<file path="config.mk">
export PLATFORM = sky130hd
export DESIGN_NAME = dmem_arbiter_flat
export DESIGN_NICKNAME = d
export VERILOG_FILES = /design/src/rtl/dmem_arb_pkg.sv /design/src/rtl/dmem_arbiter_if.sv /design/src/rtl/dmem_rr_pick.sv /design/src/rtl/dmem_arbiter.sv /design/src/flat_wrapper.sv
export SDC_FILE = /design/constraint.sdc
export NUM_CORES = 1
export LEC_CHECK = 0
export BUFFER_PORTS_ARGS = -buffer_cell sky130_fd_sc_hd__buf_2
export CORE_AREA = 2 2 85 87
export DETAILED_ROUTE_END_ITERATION = 16
export DIE_AREA = 0 0 87 89
export GPL_ROUTABILITY_DRIVEN = 0
export PLACE_DENSITY = 0.73
export RECOVER_POWER = 100
export SLEW_MARGIN = 20
export SYNTH_ARGS = -nofsm -noshare
export SYNTH_HDL_FRONTEND = slang
export SYNTH_SLANG_ARGS = --single-unit
</file>
<file path="constraint.sdc">
create_clock -name clk -period 3.2 [get_ports clk]
set_input_delay 0.48 -clock clk [delete_from_list [all_inputs] [get_ports clk]]
set_output_delay 0.48 -clock clk [all_outputs]
set_load 0.01 [all_outputs]
</file>
<file path="src/rtl/dmem_arb_pkg.sv">
// Shared types and default widths for the data-memory arbiter.
//   ADDR_W_DEF / DATA_W_DEF : default RAM address / data widths
//   requester_e             : who owns, who was last granted, who has a read in flight
//   cmd_t                   : one requester's command (we, lock, addr, wdata)
package dmem_arb_pkg;

  localparam int ADDR_W_DEF = 16;
  localparam int DATA_W_DEF = 24;

  typedef enum logic [1:0] {
    REQ_NONE = 2'd0,
    REQ_CORE = 2'd1,
    REQ_HOST = 2'd2
  } requester_e;

  typedef struct packed {
    logic                  we;
    logic                  lock;
    logic [ADDR_W_DEF-1:0] addr;
    logic [DATA_W_DEF-1:0] wdata;
  } cmd_t;

endpackage

</file>
<file path="src/rtl/dmem_arbiter_if.sv">
// One requester's access port into the data-memory arbiter.
//   req/we/lock/addr/wdata : command, held by the requester until gnt
//   gnt                    : command accepted this cycle
//   rvalid/rdata           : read response, one cycle after the read grant
// master = requester side (core or host), slave = arbiter side.
interface dmem_arbiter_if
  import dmem_arb_pkg::*;
#(
  parameter int ADDR_W = ADDR_W_DEF,
  parameter int DATA_W = DATA_W_DEF
);
  logic              req;
  logic              we;
  logic              lock;
  logic [ADDR_W-1:0] addr;
  logic [DATA_W-1:0] wdata;
  logic              gnt;
  logic              rvalid;
  logic [DATA_W-1:0] rdata;

  modport master (
    output req, we, lock, addr, wdata,
    input  gnt, rvalid, rdata
  );

  modport slave (
    input  req, we, lock, addr, wdata,
    output gnt, rvalid, rdata
  );
endinterface

</file>
<file path="src/rtl/dmem_rr_pick.sv">
// Two-way grant decision for the data-memory arbiter (purely combinational).
//   core_req/host_req : live requests
//   last              : requester granted most recently (tie-break loser)
//   owner             : requester holding a lock, or REQ_NONE
//   at_max            : owner has used up its consecutive locked grants
//   pick              : requester to grant this cycle, REQ_NONE if idle
module dmem_rr_pick
  import dmem_arb_pkg::*;
(
  input  logic       core_req,
  input  logic       host_req,
  input  requester_e last,
  input  requester_e owner,
  input  logic       at_max,
  output requester_e pick
);

  logic       own_req;
  logic       peer_req;
  requester_e peer;

  always_comb begin
    own_req  = 1'b0;
    peer_req = 1'b0;
    peer     = REQ_NONE;
    if (owner == REQ_CORE) begin
      own_req  = core_req;
      peer_req = host_req;
      peer     = REQ_HOST;
    end else if (owner == REQ_HOST) begin
      own_req  = host_req;
      peer_req = core_req;
      peer     = REQ_CORE;
    end
  end

  always_comb begin
    pick = REQ_NONE;
    if (owner != REQ_NONE && own_req && !at_max) begin
      pick = owner;
    end else if (owner != REQ_NONE && own_req && at_max) begin
      // Burst exhausted: yield only if the peer is actually waiting.
      pick = peer_req ? peer : owner;
    end else if (core_req && host_req) begin
      pick = (last == REQ_CORE) ? REQ_HOST : REQ_CORE;
    end else if (core_req) begin
      pick = REQ_CORE;
    end else if (host_req) begin
      pick = REQ_HOST;
    end
  end

endmodule

</file>
<file path="src/rtl/dmem_arbiter.sv">
// Arbiter sharing the single-port data RAM between the core load/store port
// and the host/debug port.
//   clk, reset      : clock, synchronous active-high reset
//   core, host      : requester ports (dmem_arbiter_if.slave)
//   ram_addr/wdata/we : RAM command of the granted requester
//   ram_rdata       : RAM read data, one cycle after the address
//   conflict_cnt    : saturating count of cycles with both requests high
// Grants are combinational; read responses come one cycle after the grant
// and are routed to the requester that issued the read.
module dmem_arbiter
  import dmem_arb_pkg::*;
#(
  parameter int ADDR_W    = ADDR_W_DEF,
  parameter int DATA_W    = DATA_W_DEF,
  parameter int MAX_BURST = 4,
  parameter int CNT_W     = 16
)(
  input  logic              clk,
  input  logic              reset,
  dmem_arbiter_if.slave     core,
  dmem_arbiter_if.slave     host,
  output logic [ADDR_W-1:0] ram_addr,
  output logic [DATA_W-1:0] ram_wdata,
  output logic              ram_we,
  input  logic [DATA_W-1:0] ram_rdata,
  output logic [CNT_W-1:0]  conflict_cnt
);

  localparam int                 BURST_W   = $clog2(MAX_BURST + 1);
  localparam logic [BURST_W-1:0] BURST_MAX = BURST_W'(MAX_BURST);

  requester_e         owner;
  requester_e         last;
  logic [BURST_W-1:0] burst_cnt;
  requester_e         rd_pend_p1;

  logic       at_max;
  requester_e pick;
  requester_e grant;
  cmd_t       core_cmd;
  cmd_t       host_cmd;
  cmd_t       sel_cmd;

  assign at_max = (burst_cnt == BURST_MAX);

  dmem_rr_pick u_pick (
    .core_req (core.req),
    .host_req (host.req),
    .last     (last),
    .owner    (owner),
    .at_max   (at_max),
    .pick     (pick)
  );

  // Stage p0: grant and RAM command mux (combinational)
  always_comb begin
    grant = reset ? REQ_NONE : pick;
  end

  always_comb begin
    core_cmd = '{we: core.we, lock: core.lock, addr: core.addr, wdata: core.wdata};
    host_cmd = '{we: host.we, lock: host.lock, addr: host.addr, wdata: host.wdata};
    sel_cmd  = core_cmd;
    if (grant == REQ_HOST) sel_cmd = host_cmd;
  end

  assign core.gnt  = (grant == REQ_CORE);
  assign host.gnt  = (grant == REQ_HOST);
  assign ram_addr  = sel_cmd.addr;
  assign ram_wdata = sel_cmd.wdata;
  assign ram_we    = (grant != REQ_NONE) && sel_cmd.we;

  always_ff @(posedge clk) begin
    if (reset) begin
      owner        <= REQ_NONE;
      last         <= REQ_HOST;
      burst_cnt    <= '0;
      rd_pend_p1   <= REQ_NONE;
      conflict_cnt <= '0;
    end else begin
      if (grant != REQ_NONE) begin
        last <= grant;
        if (sel_cmd.lock) begin
          owner <= grant;
          // A fresh owner starts its burst at 1; a continuing owner counts up
          // and parks at the limit while nobody else is waiting.
          if (grant != owner) burst_cnt <= BURST_W'(1);
          else if (!at_max)   burst_cnt <= burst_cnt + 1'b1;
        end else begin
          owner     <= REQ_NONE;
          burst_cnt <= '0;
        end
      end else begin
        owner     <= REQ_NONE;
        burst_cnt <= '0;
      end
      rd_pend_p1 <= (grant != REQ_NONE && !sel_cmd.we) ? grant : REQ_NONE;
      if (core.req && host.req && conflict_cnt != '1)
        conflict_cnt <= conflict_cnt + 1'b1;
    end
  end

  // Stage p1: read response routing
  // Gated by reset so a read granted just before reset never completes.
  assign core.rvalid = (rd_pend_p1 == REQ_CORE) && !reset;
  assign host.rvalid = (rd_pend_p1 == REQ_HOST) && !reset;
  assign core.rdata  = ram_rdata;
  assign host.rdata  = ram_rdata;

endmodule
</file>
<file path="src/flat_wrapper.sv">
// flat-port wrapper written by rule: the top's interface ports become plain ports
module dmem_arbiter_flat import dmem_arb_pkg::*;
#(
  parameter int ADDR_W    = ADDR_W_DEF,
  parameter int DATA_W    = DATA_W_DEF,
  parameter int MAX_BURST = 4,
  parameter int CNT_W     = 16
)
  (clk, reset, ram_addr, ram_wdata, ram_we, ram_rdata, conflict_cnt, core_req, core_we, core_lock, core_addr, core_wdata, core_gnt, core_rvalid, core_rdata, host_req, host_we, host_lock, host_addr, host_wdata, host_gnt, host_rvalid, host_rdata);
  dmem_arbiter_if #(.ADDR_W(ADDR_W), .DATA_W(DATA_W)) core_i ();
  dmem_arbiter_if #(.ADDR_W(ADDR_W), .DATA_W(DATA_W)) host_i ();
  input  logic clk;
  input  logic reset;
  output logic [ADDR_W-1:0] ram_addr;
  output logic [DATA_W-1:0] ram_wdata;
  output logic ram_we;
  input  logic [DATA_W-1:0] ram_rdata;
  output logic [CNT_W-1:0] conflict_cnt;
  input wire logic [$bits(core_i.req)-1:0] core_req;
  input wire logic [$bits(core_i.we)-1:0] core_we;
  input wire logic [$bits(core_i.lock)-1:0] core_lock;
  input wire logic [$bits(core_i.addr)-1:0] core_addr;
  input wire logic [$bits(core_i.wdata)-1:0] core_wdata;
  output wire logic [$bits(core_i.gnt)-1:0] core_gnt;
  output wire logic [$bits(core_i.rvalid)-1:0] core_rvalid;
  output wire logic [$bits(core_i.rdata)-1:0] core_rdata;
  input wire logic [$bits(host_i.req)-1:0] host_req;
  input wire logic [$bits(host_i.we)-1:0] host_we;
  input wire logic [$bits(host_i.lock)-1:0] host_lock;
  input wire logic [$bits(host_i.addr)-1:0] host_addr;
  input wire logic [$bits(host_i.wdata)-1:0] host_wdata;
  output wire logic [$bits(host_i.gnt)-1:0] host_gnt;
  output wire logic [$bits(host_i.rvalid)-1:0] host_rvalid;
  output wire logic [$bits(host_i.rdata)-1:0] host_rdata;
  assign core_i.req = core_req;
  assign core_i.we = core_we;
  assign core_i.lock = core_lock;
  assign core_i.addr = core_addr;
  assign core_i.wdata = core_wdata;
  assign core_gnt = core_i.gnt;
  assign core_rvalid = core_i.rvalid;
  assign core_rdata = core_i.rdata;
  assign host_i.req = host_req;
  assign host_i.we = host_we;
  assign host_i.lock = host_lock;
  assign host_i.addr = host_addr;
  assign host_i.wdata = host_wdata;
  assign host_gnt = host_i.gnt;
  assign host_rvalid = host_i.rvalid;
  assign host_rdata = host_i.rdata;
  dmem_arbiter #(.ADDR_W(ADDR_W), .DATA_W(DATA_W), .MAX_BURST(MAX_BURST), .CNT_W(CNT_W)) u_core (.clk(clk), .reset(reset), .core(core_i), .host(host_i), .ram_addr(ram_addr), .ram_wdata(ram_wdata), .ram_we(ram_we), .ram_rdata(ram_rdata), .conflict_cnt(conflict_cnt));
endmodule
</file>
==> flow_summary.ini <==
[yosys]
synth_edf_count = 0
netlist_area_sq_um = 2130
seq_area_frac_synth_pct = 23.5
synth_cells = 333
avgSynthCellArea_sq_um = 6.39
synth_flop_cell = dfxtp_1
yosys_warnings = 0
synth-seq-cells = 25
synth_top_area_share_pct = 23.6
yosysTopAreaCell = nand2_1
syn-num-nets = 448
synthArstFlopShare_pct = 0
ys_types = 37
synth_commonest_cells = nand2_1 (134), buf_4 (48), dfxtp_1 (25)
yosys-top-cells-area = nand2_1 (24%), dfxtp_1 (24%), buf_4 (17%)
yosys.cell_count.top_type = nand2_1

[final_layout]
antenna_cells = 0
final_nets = 542
fill_cells = 738
synthToLayoutAreaGrowth_pct = 19.3
layout-drive-gt1-share_pct = 22.8
fin_cells = 506

[worst_setup_path]
path_cells = inv_1 -> ha_1 -> and2_4 -> and3_1 -> or3_1 -> inv_2 -> buf_12 -> nand2_1 -> nand2_1 -> clkbuf_1
path_max_fanout = 36
cpMostUsedCell = nand2_1
critPathArrivalTime_ns = 2.37
crit_slowest_cell = dfxtp_1
worstPathRequired_ns = 2.72
crit_buf_inv = 4
path_delay_family = simple AND/OR/NAND/NOR gates
critPathCaptureType = primary output
cp-start-kind = register
critical_path_class = register to primary output
cpPeakStageDelay_ns = 0.38

[clock_tree]
clk-insertion-delay-late_ns = 0.27
ctsHoldBuffers = 0
cts_resized = 0
cts_setup_buffers = 0
cts_tree = built
cts_max_level = 1
cts.sinks = 25
cts-root-buf = clkbuf_8
cts.clk_slew.worst_paths_ns = 0.08
ctsLongestPathBuffers = 2
cts_buffers = 3

[global_route]
overflow = 0
grt_pass1_vias = 1945
grt_first_pass_wirelength_um = 8580
grt_usage_pct = 13.4
grt_max_degree = 46
antenna_found_initial = 0

[timing]
setup_viol = 0
min_period_over_period_pct = 89.0
maxSlewViolCount = 0
totalNegativeSetupSlack_ns = 0
fmax_mhz = 351
fin_ws_ns = 0.352
worst_slew_pin_slew_ns = 0.884
rsz0062_at_grt = no
period_needed_ns = 2.85
max_slew_margin_pct = 41.0
clock_skew_ns = 0.00758
final_hold_viol_count = 0

[place]
portBuffers = 148
pre_cts_ws_ns = 0.671
post-place-cells = 502
dpl.hpwl_um = 4900

[routing]
routed_wl_um = 5980
via_count = 2385
wl_per_cell_um = 11.8
drt_pass1_iterations = 5
remaining_drc_errors = 0
drtIter0Drc = 116
ant_nets = 0
viasPerCell = 4.71

[status]
run_status = finished, final reports clean

[floorplanning]
rows = 30
die-area_sq_um = 7740
die_w_um = 87
core_area_sq_um = 6720
die_y_um = 89
io-pin-count = 221
start_util_pct = 31.7

[pwr]
vdd_drop_max_v = 0.000202
powerDensity_nw_per_um2 = 285
leakagePower_nw = 1.25

[flow_run]
maxCapViolCount = 0

[min_path]
hold_path.class = input pin to register
## cells by family (layout without fill, tap and decap cells)
family,count (synthesis),in the layout,synth area share [%]
muxes,3,3,1.41
xor gates and xnor gates,11,11,4.53
buffers and inverters,72,165,22.2
AOI/OAI and AO/OA,25,25,8.00
adders and majority gates,3,3,1.76
and+or+nand+nor,194,194,38.6
DFF,25,25,23.5
## power breakdown
part | switching, mW | internal (mW)
clock | 0.0966 | 0.0869
sequential | 0.00523 | 0.318
combinational | 0.124 | 0.0932
total | 0.226 | 0.498
## cell type report
class                      instances  area (sq um)  area share [%]
clock buffer                       3          41.3            1.63
clock inverter                     1          5.00           0.197
inverter                          10          37.5            1.48
multi-input combinational        236          1160            45.5
sequential                        25           500            19.7
tap                               80           100            3.94
timing repair buffer             151           698            27.5
## worst reg2reg max path, cell delays in order, from the launching register on
cell      delay (ns)
dfxtp_1         0.38
inv_1           0.06
ha_1            0.21
and2_4          0.19
and3_1          0.18
or3_1           0.38
buf_4           0.28
o31a_1          0.35
a211oi_1        0.18
## path summary, 6_finish.rpt
check | start | to | slack (ns) | depth (start not counted)
worst min-delay path | host_we | u_core.rd_pend_p1[1] | 0.38 | 2
worst max-delay path | u_core.burst_cnt[0] | ram_wdata[6] | 0.35 | 10
worst min register to register | u_core.last[0] | u_core.last[0] | 0.46 | 2
worst max register to register | u_core.burst_cnt[0] | u_core.burst_cnt[1] | 0.92 | 8
## sequential cells by signal, indices dropped and copies added (netlist names)
register and cells:
u_core.last 2, u_core.owner 2, u_core.burst_cnt 3, u_core.rd_pend_p1 2, u_core.conflict_cnt 16
## cell usage in the layout (no fill, tap or decap), types with 2 or more instances in the layout
| master | instances |
|---|---|
| a211oi_1 | 5 |
| a21oi_1 | 9 |
| and3_1 | 2 |
| and4_1 | 2 |
| buf_2 | 89 |
| clkbuf_1 | 60 |
| clkbuf_8 | 3 |
| dfxtp_1 | 25 |
| ha_1 | 3 |
| inv_1 | 9 |
| mux2i_1 | 3 |
| nand2_1 | 134 |
| nand2b_1 | 2 |
| nand3_1 | 4 |
| nand4_1 | 5 |
| nor2_1 | 23 |
| nor2b_1 | 5 |
| nor3_1 | 7 |
| nor3b_1 | 2 |
| o21ai_0 | 2 |
| o31ai_1 | 2 |
| or3_1 | 3 |
| or4_1 | 2 |
| xnor2_1 | 10 |
## routing by layer
| layer | part of all wire, % | vias up | global-route usage (%) |
|---|---|---|---|
| met5 | 0 | - | 0 |
| met4 | 0.80 | 0 | 2.27 |
| met3 | 7.4 | 11 | 3.23 |
| met2 | 48 | 121 | 21.9 |
| met1 | 44 | 1048 | 18.2 |
| li1 | - | 1205 | - |
## per-stage QoR
step / util, % / hold slack [ns] / total power [mW] / area, sq um
after floorplan: - / 0.433 / 0.505 / 2130
final: 37.8 / 0.381 / 0.724 / 2540
after global placement: 38.2 / 0.446 / 0.557 / 2570
after CTS: 38.9 / 0.374 / 0.749 / 2620
after detailed placement: 38.2 / 0.448 / 0.561 / 2570
after global routing: 37.8 / 0.368 / 0.772 / 2540
Note: power is estimated with default switching activity, not from simulation.
